<file path="config.mk">
export PLATFORM = sky130hd
export DESIGN_NAME = rr_index_arbiter
export DESIGN_NICKNAME = d
export VERILOG_FILES = /design/src/rtl/rr_index_arbiter_pkg.sv /design/src/rtl/rr_index_arbiter_pick.sv /design/src/rtl/rr_index_arbiter.sv
export SDC_FILE = /design/constraint.sdc
export NUM_CORES = 1
export LEC_CHECK = 0
export CELL_PAD_IN_SITES_DETAIL_PLACEMENT = 0
export CELL_PAD_IN_SITES_GLOBAL_PLACEMENT = 1
export CORE_UTILIZATION = 49
export DETAILED_ROUTE_END_ITERATION = 10
export DONT_BUFFER_PORTS = 1
export GPL_TIMING_DRIVEN = 0
export PLACE_DENSITY = 0.9
export SYNTH_ARGS = -nofsm -noshare
export SYNTH_HDL_FRONTEND = slang
export SYNTH_SLANG_ARGS = --single-unit
</file>
<file path="constraint.sdc">
create_clock -name CLK -period 3.95 [get_ports CLK]
set_input_delay 0.395 -clock CLK [delete_from_list [all_inputs] [get_ports CLK]]
set_output_delay 0.395 -clock CLK [all_outputs]
set_load 0.01 [all_outputs]
</file>
<file path="src/rtl/rr_index_arbiter_pkg.sv">
// Shared types and sizes for the 16-way round-robin index arbiter.
// The request count is fixed at 16 so the index can feed a 4-to-16 decoder directly.
package apm_arb_pkg;

    localparam int N_REQ = 16;
    localparam int IDX_W = 4;

    typedef logic [IDX_W-1:0] idx_t;

    typedef enum logic {
        IDLE  = 1'b0,
        GRANT = 1'b1
    } arb_state_t;

endpackage

</file>
<file path="src/rtl/rr_index_arbiter_pick.sv">
// Combinational round-robin pick: the first set request at or after PTR, wrapping mod 16.
// The request vector is rotated so PTR lands at bit 0, then scanned lowest-first.
module rr_pick
    import apm_arb_pkg::*;
(
    input  logic [N_REQ-1:0] REQ,
    input  idx_t             PTR,
    output logic             ANY,
    output idx_t             IDX
);

    logic [2*N_REQ-1:0] req_dbl;
    logic [N_REQ-1:0]   req_rot;
    idx_t               first;

    assign req_dbl = {REQ, REQ};
    assign req_rot = req_dbl[PTR +: N_REQ];

    // Scan from the top so the lowest set bit is the last assignment to stick.
    always_comb begin
        first = '0;
        for (int i = N_REQ - 1; i >= 0; i--) begin
            if (req_rot[i]) begin
                first = idx_t'(i);
            end
        end
    end

    assign ANY = |REQ;
    assign IDX = first + PTR;

endmodule

</file>
<file path="src/rtl/rr_index_arbiter.sv">
// 16-requester round-robin arbiter with a registered grant index, grant valid and timeout pulse.
// A grant is held until ACK or timeout, after which priority moves to the index after the winner.
module rr_index_arbiter
    import apm_arb_pkg::*;
#(
    parameter int unsigned TIMEOUT = 255
) (
    input  logic             CLK,
    input  logic             RESET,
    input  logic [N_REQ-1:0] REQ,
    input  logic             ACK,
    output logic             GNT_VALID,
    output idx_t             GNT_IDX,
    output logic             TIMEOUT_ERR,
    output arb_state_t       dbg_state_o,
    output idx_t             dbg_ptr_o
);

    localparam logic       TMO_EN   = (TIMEOUT != 0);
    localparam logic [7:0] TMO_LAST = 8'((TIMEOUT == 0) ? 0 : TIMEOUT - 1);

    arb_state_t state_q;
    idx_t       ptr_q;
    logic [7:0] tcnt_q;
    logic       gnt_valid_q;
    idx_t       gnt_idx_q;
    logic       timeout_err_q;

    logic pick_any;
    idx_t pick_idx;
    logic tmo_hit;

    rr_pick u_pick (
        .REQ (REQ),
        .PTR (ptr_q),
        .ANY (pick_any),
        .IDX (pick_idx)
    );

    assign tmo_hit = TMO_EN && (tcnt_q == TMO_LAST);

    always_ff @(posedge CLK) begin
        if (RESET) begin
            state_q       <= IDLE;
            ptr_q         <= '0;
            tcnt_q        <= '0;
            gnt_valid_q   <= 1'b0;
            gnt_idx_q     <= '0;
            timeout_err_q <= 1'b0;
        end else begin
            timeout_err_q <= 1'b0;
            case (state_q)
                IDLE: begin
                    if (pick_any) begin
                        gnt_idx_q   <= pick_idx;
                        gnt_valid_q <= 1'b1;
                        tcnt_q      <= '0;
                        state_q     <= GRANT;
                    end
                end
                GRANT: begin
                    // ACK takes precedence; the error pulse only fires for a genuine timeout.
                    if (ACK || tmo_hit) begin
                        gnt_valid_q   <= 1'b0;
                        ptr_q         <= gnt_idx_q + idx_t'(1);
                        state_q       <= IDLE;
                        timeout_err_q <= ~ACK;
                    end else if (tcnt_q != 8'hFF) begin
                        tcnt_q <= tcnt_q + 8'd1;
                    end
                end
            endcase
        end
    end

    assign GNT_VALID   = gnt_valid_q;
    assign GNT_IDX     = gnt_idx_q;
    assign TIMEOUT_ERR = timeout_err_q;
    assign dbg_state_o = state_q;
    assign dbg_ptr_o   = ptr_q;

endmodule

</file>
# Yosys cells after proc, flatten, opt, wreduce, memory -nomap -nowiden
# Index checks and enable logic that the tools add are counted.
# classes
bitwise	3
addsub	3
multipliers	0
n_div	0
n_reduce_logical	7
n_lt_le_gt_ge	0
muxes	26
n_eq_ne	6
shifts	1
# op_table
operator	count
4-bit 2-to-1 mux	16
32-bit by 5-bit variable part select with 16-bit output	1
8-bit 2-to-1 mux	3
8-bit one-hot mux with 2 select lines	1
16-bit OR reduction	1
8-bit by 1-bit adder with 8-bit output (second input constant)	1
8-bit == test (second input constant)	1
8-bit != test (second input constant)	1
2-bit AND reduction	3
4-bit by 1-bit adder with 4-bit output (second input constant)	1
4-bit adder	1
1-bit 2-to-1 mux	4
2-bit by 1-bit != test with 1-bit output (second input constant)	2
2-bit != test (second input constant)	2
1-bit one-hot mux with 2 select lines	2
1-bit inverter	3
3-bit AND reduction	1
3-bit OR reduction	1
1-bit logical OR	1
# totals
memories	0
latchBits	0
ff_bits	19
ramBits	0
wordCells	52
in_bits	19
rom_bits	0

# Logic depth before layout (Yosys ltp)
# Gate-level depths: netlist of the first run.
# depth
ltp_word	18
mapped_depth	16

# Hierarchy
# A second synthesis of the first run with hierarchy kept.
# unflattened
hier_cells	203
area_unflattened_um2	2109.5
# modules_own_cells
module	area_per_inst_um2	n_inst	seq_area_each_um2	cells_per_inst
rr_pick	1181.1	1	0.0	99
rr_index_arbiter	928.4	1	380.4	104

# Least setup slack after synthesis of the first run
# No wires, ideal clock.
# synth_timing
path_type	flip-flop to flip-flop
startpoint	reg ptr_q[2], in the netlist dbg_ptr_o[2]
endpoint	reg gnt_idx_q[2], in the netlist GNT_IDX[2]
slack_ns	0.557
setup_ns	0.128
period_less_slack_ns	3.393
stages_incl_launch_ff	16
arrival_ns	3.266
t_required_ns	3.822
cell_sequence	dfxtp_1 clkbuf_1 buf_2 mux4_2 mux2_2 o21ai_1 and3_1 o31ai_1 o2111a_1 o41ai_1 ha_1 inv_1 fa_1 xnor2_1 mux2i_1 nor2_1
# synth_via
elab_chain_len	18
# synth_rtl
element	line_no	source
start: declaration	rr_index_arbiter.sv:23	idx_t ptr_q;
start signal: assignment	rr_index_arbiter.sv:65	ptr_q <= gnt_idx_q + idx_t'(1);
32-bit by 5-bit variable part select with 16-bit output	rr_index_arbiter_pick.sv:17	assign req_rot = req_dbl[PTR +: N_REQ];
4-bit 2-to-1 mux (16 in a row)	rr_index_arbiter_pick.sv:23	if (req_rot[i]) begin
4-bit adder *	rr_index_arbiter_pick.sv:30	assign IDX = first + PTR;
end signal: assignment	rr_index_arbiter.sv:55	gnt_idx_q <= pick_idx;
end: declaration	rr_index_arbiter.sv:26	idx_t gnt_idx_q;
# Mark *: on every way between the ends. The rest lies on a longest branch, timed or not.
# A chain may end at the register's enable or synchronous reset.

# Worst setup path in the final report of the first run
# Ends and elaborated chain as after synthesis.

==> results of run 1 <==
-- layer usage --
layer | share of wire [%] | routed length, um
met5 | 0 | 0
met3 | 7.6 | 438
met1 | 44 | 2521
met2 | 46 | 2682
met4 | 2.3 | 130
-- worst reg2reg max path, delay by kind of cell, from the launching register on --
kind                     cells  cell delay (ns)
AND/OR/NAND/NOR              2             0.23
buffers and inverters        3             0.55
adder cells (fa/ha/maj)      2             0.61
flip-flops                   1             0.46
AO/OA/AOI/OAI                4             0.79
XOR/XNOR                     1             0.14
multiplexers                 3             0.82
-- worst min-delay path by stage --
| stage | from | to | slack (ns) | cells after the start |
|---|---|---|---|---|
| finish | RESET | GNT_VALID$_SDFFE_PP0P_ | 0.20 | 1 |
| global route | ACK | TIMEOUT_ERR$_SDFF_PP0_ | 0.20 | 1 |
| CTS | RESET | GNT_VALID$_SDFFE_PP0P_ | 0.20 | 1 |
| detailed placement | ACK | TIMEOUT_ERR$_SDFF_PP0_ | 0.47 | 1 |
| global placement | ACK | TIMEOUT_ERR$_SDFF_PP0_ | 0.47 | 1 |
| floorplan | ACK | TIMEOUT_ERR$_SDFF_PP0_ | 0.47 | 1 |
-- metrics by stage --
step                      utilization [%]  hold slack [ns]  instance area [um2]  total power, uW
after detailed placement            54.32           0.4731                 2251            506.2
after floorplan                         -           0.4701                 2188            449.1
final                               56.22           0.1991                 2330            651.9
after CTS                           55.46           0.1969                 2298            643.4
after global routing                56.22           0.1959                 2330            689.8
after global placement              54.32           0.4714                 2251            505.0
-- cells in the mapped netlist (2+ instances only) --
library cell	count	area, um2
clkbuf_1	11	41.29
xor2_1	4	35.03
o21a_1	2	15.01
or2_2	2	12.51
dfxtp_1	19	380.4
o311ai_1	2	17.52
and3_1	3	18.77
nor3_1	5	25.02
nand2_1	28	105.1
o21ai_0	6	30.03
a2111oi_2	2	30.03
nor4_1	4	25.02
mux2i_1	9	90.09
mux2_2	10	112.6
nor2b_1	5	31.28
a31oi_1	2	12.51
o211ai_1	3	22.52
a21oi_1	15	75.07
xnor2_1	5	43.79
mux4_2	18	405.4
o21ai_1	2	10.01
nand4_1	6	37.54
a211oi_1	7	52.55
ha_1	6	75.07
inv_1	9	33.78
a221oi_1	3	26.28
and4_1	2	17.52
nand3_1	5	25.02
buf_2	3	15.01
a21o_1	4	30.03
nor2_1	28	105.1
-- final cells by class --
cell class | count | area, um2 | share of cell area [%]
plain buffers | 17 | 103.9 | 4.458
flip-flops and latches | 19 | 380.4 | 16.33
well taps | 50 | 62.56 | 2.685
multi-input cells | 210 | 1703 | 73.09
clock inverters | 1 | 5.005 | 0.2148
clock buffers | 3 | 41.29 | 1.772
inverters | 9 | 33.78 | 1.450
-- cells by family after synthesis --
logic type,Yosys count
adders and majority gates,7
DFF,19
and+or+nand+nor,93
AOI/OAI and AO/OA,64
muxes,37
xor gates and xnor gates,9
buffers and inverters,26
-- power breakdown --
group | leakage, uW | switching, uW | internal (uW)
registers | 0.000155 | 18.4 | 202
logic | 0.000639 | 166 | 130
clock network | 0.0000255 | 65.6 | 70.2
-- state kept, by name (all words and copies together) (netlist names) --
name and cells:
GNT_IDX 4, dbg_state_o 1, tcnt_q 8, dbg_ptr_o 4
TIMEOUT_ERR 1, GNT_VALID 1
==> out/metrics.cfg, run 1 <==
[power_and_ir_drop]
peakVddDrop_v = 0.0001510
leakagePower_uw = 0.0008191
powerDensity_mw_per_mm2 = 279.8

[synthesis]
synth_edf_count = 0
syn_area_mm2 = 0.002188
syn_nets = 281
yosys.area_share.xor_xnor_pct = 3.602
synthCells = 255
ys_seq_area_share_pct = 17.38
synth-compound-area-share_pct = 21.21
synth_fa_ha_area_share_pct = 4.345
synth_top_flop_cell = dfxtp_1
synthSimpleGateAreaFrac_pct = 19.95
avgSynthCellArea_um2 = 8.582
synth_cell_type_count = 56
ys_seq_elements = 19
async_reset_ff_share_pct = 0
synth_top_family_by_area = multiplexers
synthMuxAreaShare_pct = 27.79
yosysWarnings = 0

[drt]
viasPerCell = 6.819
antenna_left = 0
vias = 2107
routed_wl_um = 5773
drt_first_pass_iters = 5
drtIter0Drc = 263
post-route-drc-count = 0
wire_per_inst_um = 18.68

[cells_and_area]
antenna_cells = 0
nNetsFinal = 286
layout_common_cells = 28 x nand2_1, 28 x nor2_1, 19 x dfxtp_1
drive_gt1_share_pct = 19.69
stdcell_count = 309
syn_to_final_growth_pct = 6.461
fill_cells = 397

[timing]
worst_pin_slew_ns = 0.4982
clock.fmax_mhz = 269.4
worst_slack_ns = 0.2377
finalHoldViolations = 0
final_max_slew_viol_count = 0
setup_tns_ns = 0
grt_setup_unrepaired = no
finalClockSkew_ns = 0.009614
min_period_over_period_pct = 93.98
period_needed_ns = 3.712
slew_headroom_pct = 66.79
setup-violations-final = 0

[clock_network]
post_cts_buffers = 0
clockBufferDepth = 2
htree_levels = 1
cts_resized = 1
hold_buffers = 0
numCtsBuffers = 3
insertion_delay_ns = 0.26
cts_sinks = 19
tritoncts = built
clock-root-buffer = clkbuf_8
clk_pin_slew_worst_paths_ns = 0.08

[grt]
overflow = 0
grt_max_degree = 12
grtUsageMet3_pct = 3.454
use_met1_pct = 35.34
grt_pass1_wl_um = 9080
track_usage_pct = 25.91
antenna_found_initial = 0
busiest_layer = met2
gr-usage-met2_pct = 43.01
grt_pass1_vias = 1922

[critical_path]
path_cells = clkbuf_4, clkbuf_4, mux4_2, mux2_2, o21ai_1, and3_1, o31ai_1, o2111a_1, o41ai_2, ha_1, inv_1, fa_1, xnor2_1, mux2i_1, nor2_1
cp-start-kind = register
critPathCaptureType = register
rr_endpoint = GNT_IDX[2]$_SDFFE_PP0P_
crit_buf_inv = 3
crit_top_cell = clkbuf_4
crit_end = GNT_IDX[2]$_SDFFE_PP0P_
cp-startpoint = dbg_ptr_o[2]$_SDFFE_PP0P_
slowest_delay_ns = 0.46
crit_required_ns = 4.09
reg2reg_from = dbg_ptr_o[2]$_SDFFE_PP0P_
worstRegToRegCells = 15
r2r_slack_ns = 0.24
cp_slowest_cell = dfxtp_1
crit_fanout = 10
crit_type = reg2reg
worst-path-stages = 15
cp.arrival_ns = 3.85
critical_path.top_delay_family = multiplexers

[placed_design]
gp_congestion = 0.9005
post-dp-hpwl_um = 4453
io_buffers = 0
place_ws_ns = 0.004118
place_inst = 305

[die]
ios = 30
initial_core_util_pct = 52.81
rows = 23
core_region_area_mm2 = 0.004144
die_x_um = 68.83
die_h_um = 68.83
die-area_mm2 = 0.004738

[worst_hold_path]
hp-class = in2reg

[run_status]
status = completed

[job]
maxCapViolCount = 0

No activity file was read; power rests on OpenSTA's default activity.
==> run 2: changes to the inputs <==
HOLD_SLACK_MARGIN = 0.06   (was not set)
==> results of run 2 <==
Same layout as run 1: the final DEF is identical, and so are final timing and power.
